[config.mk]
export PLATFORM = sky130hd
export DESIGN_NAME = load_store_unit
export DESIGN_NICKNAME = d
export VERILOG_FILES = /design/src/rtl/load_store_unit.sv
export SDC_FILE = /design/constraint.sdc
export NUM_CORES = 1
export LEC_CHECK = 0
export ABC_AREA = 1
export CAP_MARGIN = 30
export CELL_PAD_IN_SITES_DETAIL_PLACEMENT = 2
export CELL_PAD_IN_SITES_GLOBAL_PLACEMENT = 2
export CORE_UTILIZATION = 22
export CTS_CLUSTER_SIZE = 14
export DETAILED_ROUTE_END_ITERATION = 7
export GPL_TIMING_DRIVEN = 0
export PLACE_DENSITY = 0.73
export SLEW_MARGIN = 20
export SYNTH_ARGS = -nofsm -noshare
export SYNTH_HDL_FRONTEND = slang
export SYNTH_SLANG_ARGS = --single-unit
[constraint.sdc]
create_clock -name clk -period 1.8 [get_ports clk]
set_input_delay 0.36 -clock clk [delete_from_list [all_inputs] [get_ports clk]]
set_output_delay 0.36 -clock clk [all_outputs]
set_load 0.02 [all_outputs]
[src/rtl/load_store_unit.sv]
// Load/store unit: turns one datapath load/store into a single handshaked bus
// transaction, stalls the core until it completes, and steers/extends the data.
module load_store_unit #(
    parameter int TIMEOUT_CYCLES = 256
) (
    input  logic        clk,
    input  logic        reset,
    input  logic        mem_req,
    input  logic        mem_we,
    input  logic [2:0]  funct3,
    input  logic [31:0] addr,
    input  logic [31:0] wdata,
    output logic [31:0] ReadData,
    output logic        stall,
    output logic        misalign_fault,
    output logic        bus_error,
    output logic        bus_valid,
    input  logic        bus_ready,
    output logic        bus_we,
    output logic [31:0] bus_addr,
    output logic [31:0] bus_wdata,
    output logic [3:0]  bus_wstrb,
    input  logic        bus_rsp_valid,
    input  logic [31:0] bus_rdata,
    output logic [1:0]  dbg_state
);

    // Handshake: a request transfers on a cycle with bus_valid & bus_ready; while
    // bus_valid is high without ready, bus_we/addr/wdata/wstrb stay stable. A
    // response is one cycle of bus_rsp_valid, accepted with ready or any later cycle.

    localparam logic [1:0] IDLE = 2'd0;
    localparam logic [1:0] REQ  = 2'd1;
    localparam logic [1:0] RESP = 2'd2;
    localparam logic [1:0] DONE = 2'd3;

    localparam int CW = (TIMEOUT_CYCLES > 1) ? $clog2(TIMEOUT_CYCLES) : 1;
    localparam logic [CW-1:0] CNT_LAST = CW'((TIMEOUT_CYCLES > 0) ? TIMEOUT_CYCLES - 1 : 0);

    logic [1:0]    state;
    logic [CW-1:0] cnt;
    logic [1:0]    lane_q;
    logic [2:0]    f3_q;

    logic          legal;
    logic [3:0]    store_strb;
    logic [31:0]   store_data;
    logic [7:0]    load_byte;
    logic [15:0]   load_half;
    logic [31:0]   load_ext;
    logic          rsp_done;
    logic          timeout_hit;

    assign bus_valid = (state == REQ);
    assign stall     = mem_req && (state != DONE);
    assign dbg_state = state;

    always_comb begin
        legal = 1'b0;
        case (funct3)
            3'b000:  legal = 1'b1;
            3'b100:  legal = !mem_we;
            3'b001:  legal = !addr[0];
            3'b101:  legal = !mem_we && !addr[0];
            3'b010:  legal = (addr[1:0] == 2'b00);
            default: legal = 1'b0;
        endcase
    end

    always_comb begin
        store_strb = 4'b1111;
        store_data = wdata;
        case (funct3[1:0])
            2'b00: begin
                store_strb = 4'b0001 << addr[1:0];
                store_data = {4{wdata[7:0]}};
            end
            2'b01: begin
                store_strb = 4'b0011 << addr[1:0];
                store_data = {2{wdata[15:0]}};
            end
            default: begin
                store_strb = 4'b1111;
                store_data = wdata;
            end
        endcase
    end

    // Lane selection uses the address latched at request time, not the live input.
    always_comb begin
        load_byte = bus_rdata[7:0];
        case (lane_q)
            2'd0:    load_byte = bus_rdata[7:0];
            2'd1:    load_byte = bus_rdata[15:8];
            2'd2:    load_byte = bus_rdata[23:16];
            default: load_byte = bus_rdata[31:24];
        endcase
        load_half = lane_q[1] ? bus_rdata[31:16] : bus_rdata[15:0];
        load_ext  = bus_rdata;
        case (f3_q)
            3'b000:  load_ext = {{24{load_byte[7]}}, load_byte};
            3'b100:  load_ext = {24'h0, load_byte};
            3'b001:  load_ext = {{16{load_half[15]}}, load_half};
            3'b101:  load_ext = {16'h0, load_half};
            default: load_ext = bus_rdata;
        endcase
    end

    assign rsp_done    = ((state == REQ) && bus_ready && bus_rsp_valid) ||
                         ((state == RESP) && bus_rsp_valid);
    assign timeout_hit = (TIMEOUT_CYCLES != 0) && ((state == REQ) || (state == RESP)) &&
                         (cnt == CNT_LAST);

    always_ff @(posedge clk or negedge reset) begin
        if (!reset) begin
            state          <= IDLE;
            cnt            <= '0;
            lane_q         <= 2'b00;
            f3_q           <= 3'b000;
            bus_we         <= 1'b0;
            bus_addr       <= 32'h0;
            bus_wdata      <= 32'h0;
            bus_wstrb      <= 4'h0;
            ReadData       <= 32'h0;
            misalign_fault <= 1'b0;
            bus_error      <= 1'b0;
        end else begin
            misalign_fault <= 1'b0;
            bus_error      <= 1'b0;
            case (state)
                IDLE: begin
                    if (mem_req) begin
                        if (legal) begin
                            state     <= REQ;
                            cnt       <= '0;
                            bus_we    <= mem_we;
                            bus_addr  <= {addr[31:2], 2'b00};
                            bus_wdata <= store_data;
                            bus_wstrb <= mem_we ? store_strb : 4'b0000;
                            lane_q    <= addr[1:0];
                            f3_q      <= funct3;
                        end else begin
                            state          <= DONE;
                            misalign_fault <= 1'b1;
                            ReadData       <= 32'h0;
                        end
                    end
                end
                REQ, RESP: begin
                    // A response arriving on the last allowed cycle beats the timeout.
                    if (rsp_done) begin
                        state    <= DONE;
                        ReadData <= bus_we ? 32'h0 : load_ext;
                    end else if (timeout_hit) begin
                        state     <= DONE;
                        bus_error <= 1'b1;
                        ReadData  <= 32'h0;
                    end else begin
                        if ((state == REQ) && bus_ready) begin
                            state <= RESP;
                        end
                        if (TIMEOUT_CYCLES != 0) begin
                            cnt <= cnt + 1'b1;
                        end
                    end
                end
                DONE: state <= IDLE;
                default: state <= IDLE;
            endcase
        end
    end

endmodule

After elaboration in Yosys (flattened, before gate mapping)
Index checks and enable logic that the tools add are counted.
- output and inout bits: 107
- bits of input ports: 105
- register bits: 116
- logic and storage cells: 88
- shifts and indexed selects: 2
- reduce and logical (&&, ||, !) cells: 22
- equal/unequal tests: 22
- $add $sub $neg: 1
- multiplexer cells: 30
- operator list (kind ; count):
    32-bit two-way mux ; 5
    32-bit one-hot mux with 2 select lines ; 2
    32-bit one-hot mux with 4 select lines ; 1
    8-bit two-way mux ; 4
    8-bit one-hot mux with 3 select lines ; 1
    16-bit two-way mux ; 1
    8-bit one-hot mux with 2 select lines ; 1
    3-bit equality test (second input constant) ; 4
    2-bit inequality test (second input constant) ; 6
    2-bit two-way mux ; 5
    8-bit by 1-bit adder with 8-bit output (second input constant) ; 1
    8-bit equality test (second input constant) ; 1
    2-bit zero test ; 4
    4-bit one-hot mux with 2 select lines ; 1
    2-bit by 1-bit equality test with 1-bit output (second input constant) ; 3
    2-bit equality test (second input constant) ; 3
    3-bit by 1-bit equality test with 1-bit output (second input constant) ; 2
    1-bit logical AND ; 6
    3-bit zero test ; 2
    1-bit two-way mux ; 6
    2-bit one-hot mux with 3 select lines ; 1
    1-bit one-hot mux with 5 select lines ; 1
    5-bit AND reduction ; 1
    4-bit two-way mux ; 1
    other kinds (12) ; 14

Logic depth before layout (Yosys ltp)
- depth after elaboration: 6
- depth in mapped cells: 12

Least setup slack after synthesis
No wires, ideal clock.
- kind: register -> register
- start: register state[0] (netlist: dbg_state[0])
- end: register ReadData[14]
- path slack: -0.163 ns
- period minus slack after synthesis: 1.963 ns
- required time: 1.672 ns
- stages on the path, launching flop included: 13
- data arrival time: 1.835 ns
- library setup time: 0.128 ns
- cell sequence: dfrtp_1 inv_1 ha_1 buf_4 clkinv_2 nor2_1 nand2_2 nand3_2 nand3_2 buf_6 buf_6 nand2_1 o21ai_0
- word-level cells in the longest chain between the ends: 6
- elaborated cells on any way between the ends: 17
- classes of those cells: 5 x eq/ne; 2 x mux; 10 x reduce/logical
- RTL lines (element ; RTL line ; RTL):
    from (decl) ; 40 ; logic [1:0] state;
    from (signal assigned) ; 116 ; state <= IDLE;
    from (signal assigned) ; 134 ; state <= REQ;
    from (signal assigned) ; 143 ; state <= DONE;
    2-bit by 1-bit equality test with 1-bit output ; 109, 111, 130 ;
    1-bit logical AND (2 in series) ; 109 ; assign rsp_done = ((state == REQ) && bus_ready && bus_rsp_valid) ||
    1-bit logical OR ; 109 ;
    3-bit inequality test (no source line) / 32-bit two-way mux (equally long branches) ; -- ;
    4-bit AND reduction (no source line) / 32-bit one-hot mux with 2 select lines (equally long branches) ; -- ;
    to (signal assigned) ; 153 ; ReadData <= bus_we ? 32'h0 : load_ext;
    to (decl) ; 13 ; output logic [31:0] ReadData,
Parallel ways exist; a longest one is shown, timed or not.
A chain may end at the register's enable or synchronous reset.

Worst setup path after layout
- start: register state[0] (netlist: dbg_state[0])
- end: register ReadData[26]
Same word-level chain as after synthesis.

==> reports/metrics.cfg <==
[clocking]
cts-root-buf = clkbuf_16
clock_insertion_delay_worst_skew_ns = 0.43
cts_tree = yes
cts_sinks = 116
path_clk_slew_ns = 0.06
cts.htree.levels = 4
clockBufferDepth = 2
cts_made_buffers = 17

[critical_path]
slowest_delay_ns = 0.41
end_kind = flip-flop
crit_chain = inv_4, ha_4, buf_4, nand3_2, nand3_4, nand3_4, buf_12, clkbuf_16, nand2_1, o21ai_1
path_max_fanout = 7
critical-path-slowest-cell = dfrtp_2
cp.arrival_ns = 2.17
cp-start-kind = flip-flop
path_class = reg -> reg
crit_family = buffers and inverters
crit_path_frequent_cell = nand3_4
cp.required_ns = 2.11
worst-path-buf-inv = 4

[global_routing]
grt_pass1_wl_um = 40410
grt_pass1_vias = 7299
met2_usage_pct = 31.88
antenna_found_initial = 1
grt_use_met3_pct = 5.854
grt.busiest_layer = met2
use_met1_pct = 22.20
grt-ovfl-total = 0
grt_max_degree = 89
grtUsageTotal_pct = 18.48

[floorplanning]
fp.dieW_um = 169.5
die-height_um = 169.5
ios = 212
core_area_sq_um = 27250
initial_core_util_pct = 22.64
rows = 60
dieArea_sq_um = 28720

[outcome]
failed_checks = setup timing
status = complete, but fails checks

[timing]
fmax_mhz = 537.6
slew_viol_final = 0
skew_ns = 0.01006
finalSetupViolCount = 34
hold_viol = 0
period_share_pct = 103.3
final.setup.worst_slack_ns = -0.06004
fin_crit_ns = 1.860
worst_pin_slew_ns = 0.6048
holdWs_ns = 0.3836
relSlewSlack_pct = 59.68
rsz0062_at_grt = yes

[hold_path]
hp-class = in -> async

[finish]
area_growth_pct = 59.94
n_antenna_cell = 0
drive_gt1_share_pct = 15.22
multiInputGateArea_sq_um = 2934
final_core_util_pct = 36.22
fin_nets = 1203
n_fill_cell = 3149
regArea_sq_um = 2905

[power_and_ir_drop]
p_per_area_nw_per_um2 = 1682
p_leak_nw = 5.387
ir_drop_mv = 0.6115

[synth]
syn_inst = 844
ys_ff_latch = 116
synth_area_sq_um = 6171
yosys_warnings = 0
syn_avg_cell_area_sq_um = 7.312
ys_seq_area_share_pct = 47.04
yosysUniqueCellTypes = 32

[detailed_routing]
ant_nets = 0
drtIter0Drc = 214
vias = 6541
routed_via_density = 4.432
wl_per_cell_um = 17.54
drc = 0
drtPass1Iterations = 5
routed_wl_um = 25890

[job]
cap_violations = 0

[place]
globalplace.congestion = 0.7935
place.port_buffers = 209
place_hpwl_um = 19140

==> power by group <==
| part | switching [mW] | internal (mW) |
|---|---|---|
| Sequential | 0.651 | 3.60 |
| Combinational | 5.30 | 3.86 |
| Clock | 1.43 | 1.76 |
==> what timing repair did <==
item	in CTS	in global routing
hold buffers	1	0
endpoints found under the hold margin	28	0
gates resized for setup	65	101
pin swaps	5	5
cloned	2	2
setup endpoints to repair	98	155
buffers inserted	11	4
==> layout make-up <==
class	count	share of cell area [%]
inverters	62	2.637
well taps	372	4.716
clock inverters	14	1.065
repair buffers	229	24.58
flip-flops and latches	116	29.44
multi-input cells	623	29.73
clock buffers	17	4.310
plain buffers	43	3.524
==> path summary, 6_finish.rpt <==
path / from / cells past startpoint / slack, ns / endpoint
setup / recovery: dbg_state[0] / 10 / -0.06 / ReadData[26]
hold / removal: reset / 2 / 0.38 / cnt[6]
min in group clk: bus_addr[20] / 2 / 0.47 / bus_addr[20]
setup reg to reg: dbg_state[0] / 10 / -0.06 / ReadData[26]
max in group asynchronous: reset / 3 / 0.62 / ReadData[7]
hold reg to reg: bus_addr[20] / 2 / 0.47 / bus_addr[20]
==> Yosys cell counts (all sizes together) <==
| library cell | n | share of area (%) |
|---|---|---|
| a31oi | 1 | 0.10 |
| o21ai | 89 | 7.3 |
| ha | 6 | 1.2 |
| or2 | 10 | 1.0 |
| dfrtp | 116 | 47 |
| clkbuf | 11 | 0.69 |
| xor2 | 2 | 0.28 |
| nand4 | 8 | 0.81 |
| buf | 33 | 3.9 |
| nand3 | 36 | 3.5 |
| nor2 | 71 | 4.8 |
| inv | 57 | 3.5 |
| a21oi | 44 | 3.6 |
| clkinv | 5 | 0.34 |
| nand2 | 353 | 22 |
| nor3 | 1 | 0.081 |
| conb | 1 | 0.061 |
==> sequential cells by signal, indices dropped and copies added, names as in the netlist <==
name,flops
cnt,8
bus_error,1
bus_addr,30
ReadData,32
bus_we,1
lane_q,2
bus_wstrb,4
bus_wdata,32
misalign_fault,1
dbg_state,2
f3_q,3
==> cells by family after synthesis <==
logic type | Yosys count | synth area share (%)
adder cells (fa/ha/maj) | 6 | 1.217
XOR/XNOR | 2 | 0.2839
AND/OR/NAND/NOR | 479 | 31.91
AO/OA/AOI/OAI | 134 | 11.01
flip-flops | 116 | 47.04
buffers and inverters | 106 | 8.475
other | 1 | 0.06077
==> worst register-to-register path, stage by stage (launching register included) <==
cell and delay (ns):
dfrtp_2 0.41, inv_4 0.06, ha_4 0.32, buf_4 0.14, nand3_2 0.11, nand3_4 0.11
nand3_4 0.12, buf_12 0.19, clkbuf_16 0.15, nand2_1 0.07, o21ai_1 0.07
==> cell usage in the layout (no fill, tap or decap), types with 3 or more instances in the layout <==
master and instances:
nand2_1 328, clkdlybuf4s50_1 135, dfrtp_1 114, nor2_1 65
dlymetal6s2s_1 52, inv_1 49, o21ai_1 44, a21oi_1 43
o21ai_0 32, nand3_1 28, buf_4 27, nand2_2 21
clkbuf_16 19, dlygate4sd2_1 19, o21ai_2 13, or2_2 10
buf_2 9, nand4_1 8, clkbuf_1 7, buf_6 6
nand3_4 6, inv_2 5, clkinv_2 5, buf_8 5
clkinvlp_4 5, nor2_4 4, nand2_4 4, buf_12 4
inv_6 4, inv_4 3, clkinv_4 3, ha_1 3
==> routing by layer <==
| metal | vias up | share of wire, % |
|---|---|---|
| met4 | 0 | 1.1 |
| met2 | 159 | 50 |
| met1 | 3209 | 43 |
| met5 | - | 0 |
| met3 | 15 | 6.6 |
| li1 | 3158 | - |
==> through the flow <==
step | instances | setup TNS (ns) | setup WS [ns] | power (mW) | area [sq um]
global placement | 1426 | -604.31 | -5.378 | 12.24 | 8746
detailed placement | 1427 | -38.99 | -0.4436 | 12.48 | 8778
global route | 1476 | -4.350 | -0.1353 | 17.79 | 9869
floorplan | 845 | 0 | 0.005645 | 8.744 | 6188
CTS | 1472 | -2.680 | -0.1073 | 16.52 | 9564
finish | 1476 | -0.7807 | -0.06004 | 16.60 | 9869
No activity file was read; power rests on OpenSTA's default activity.
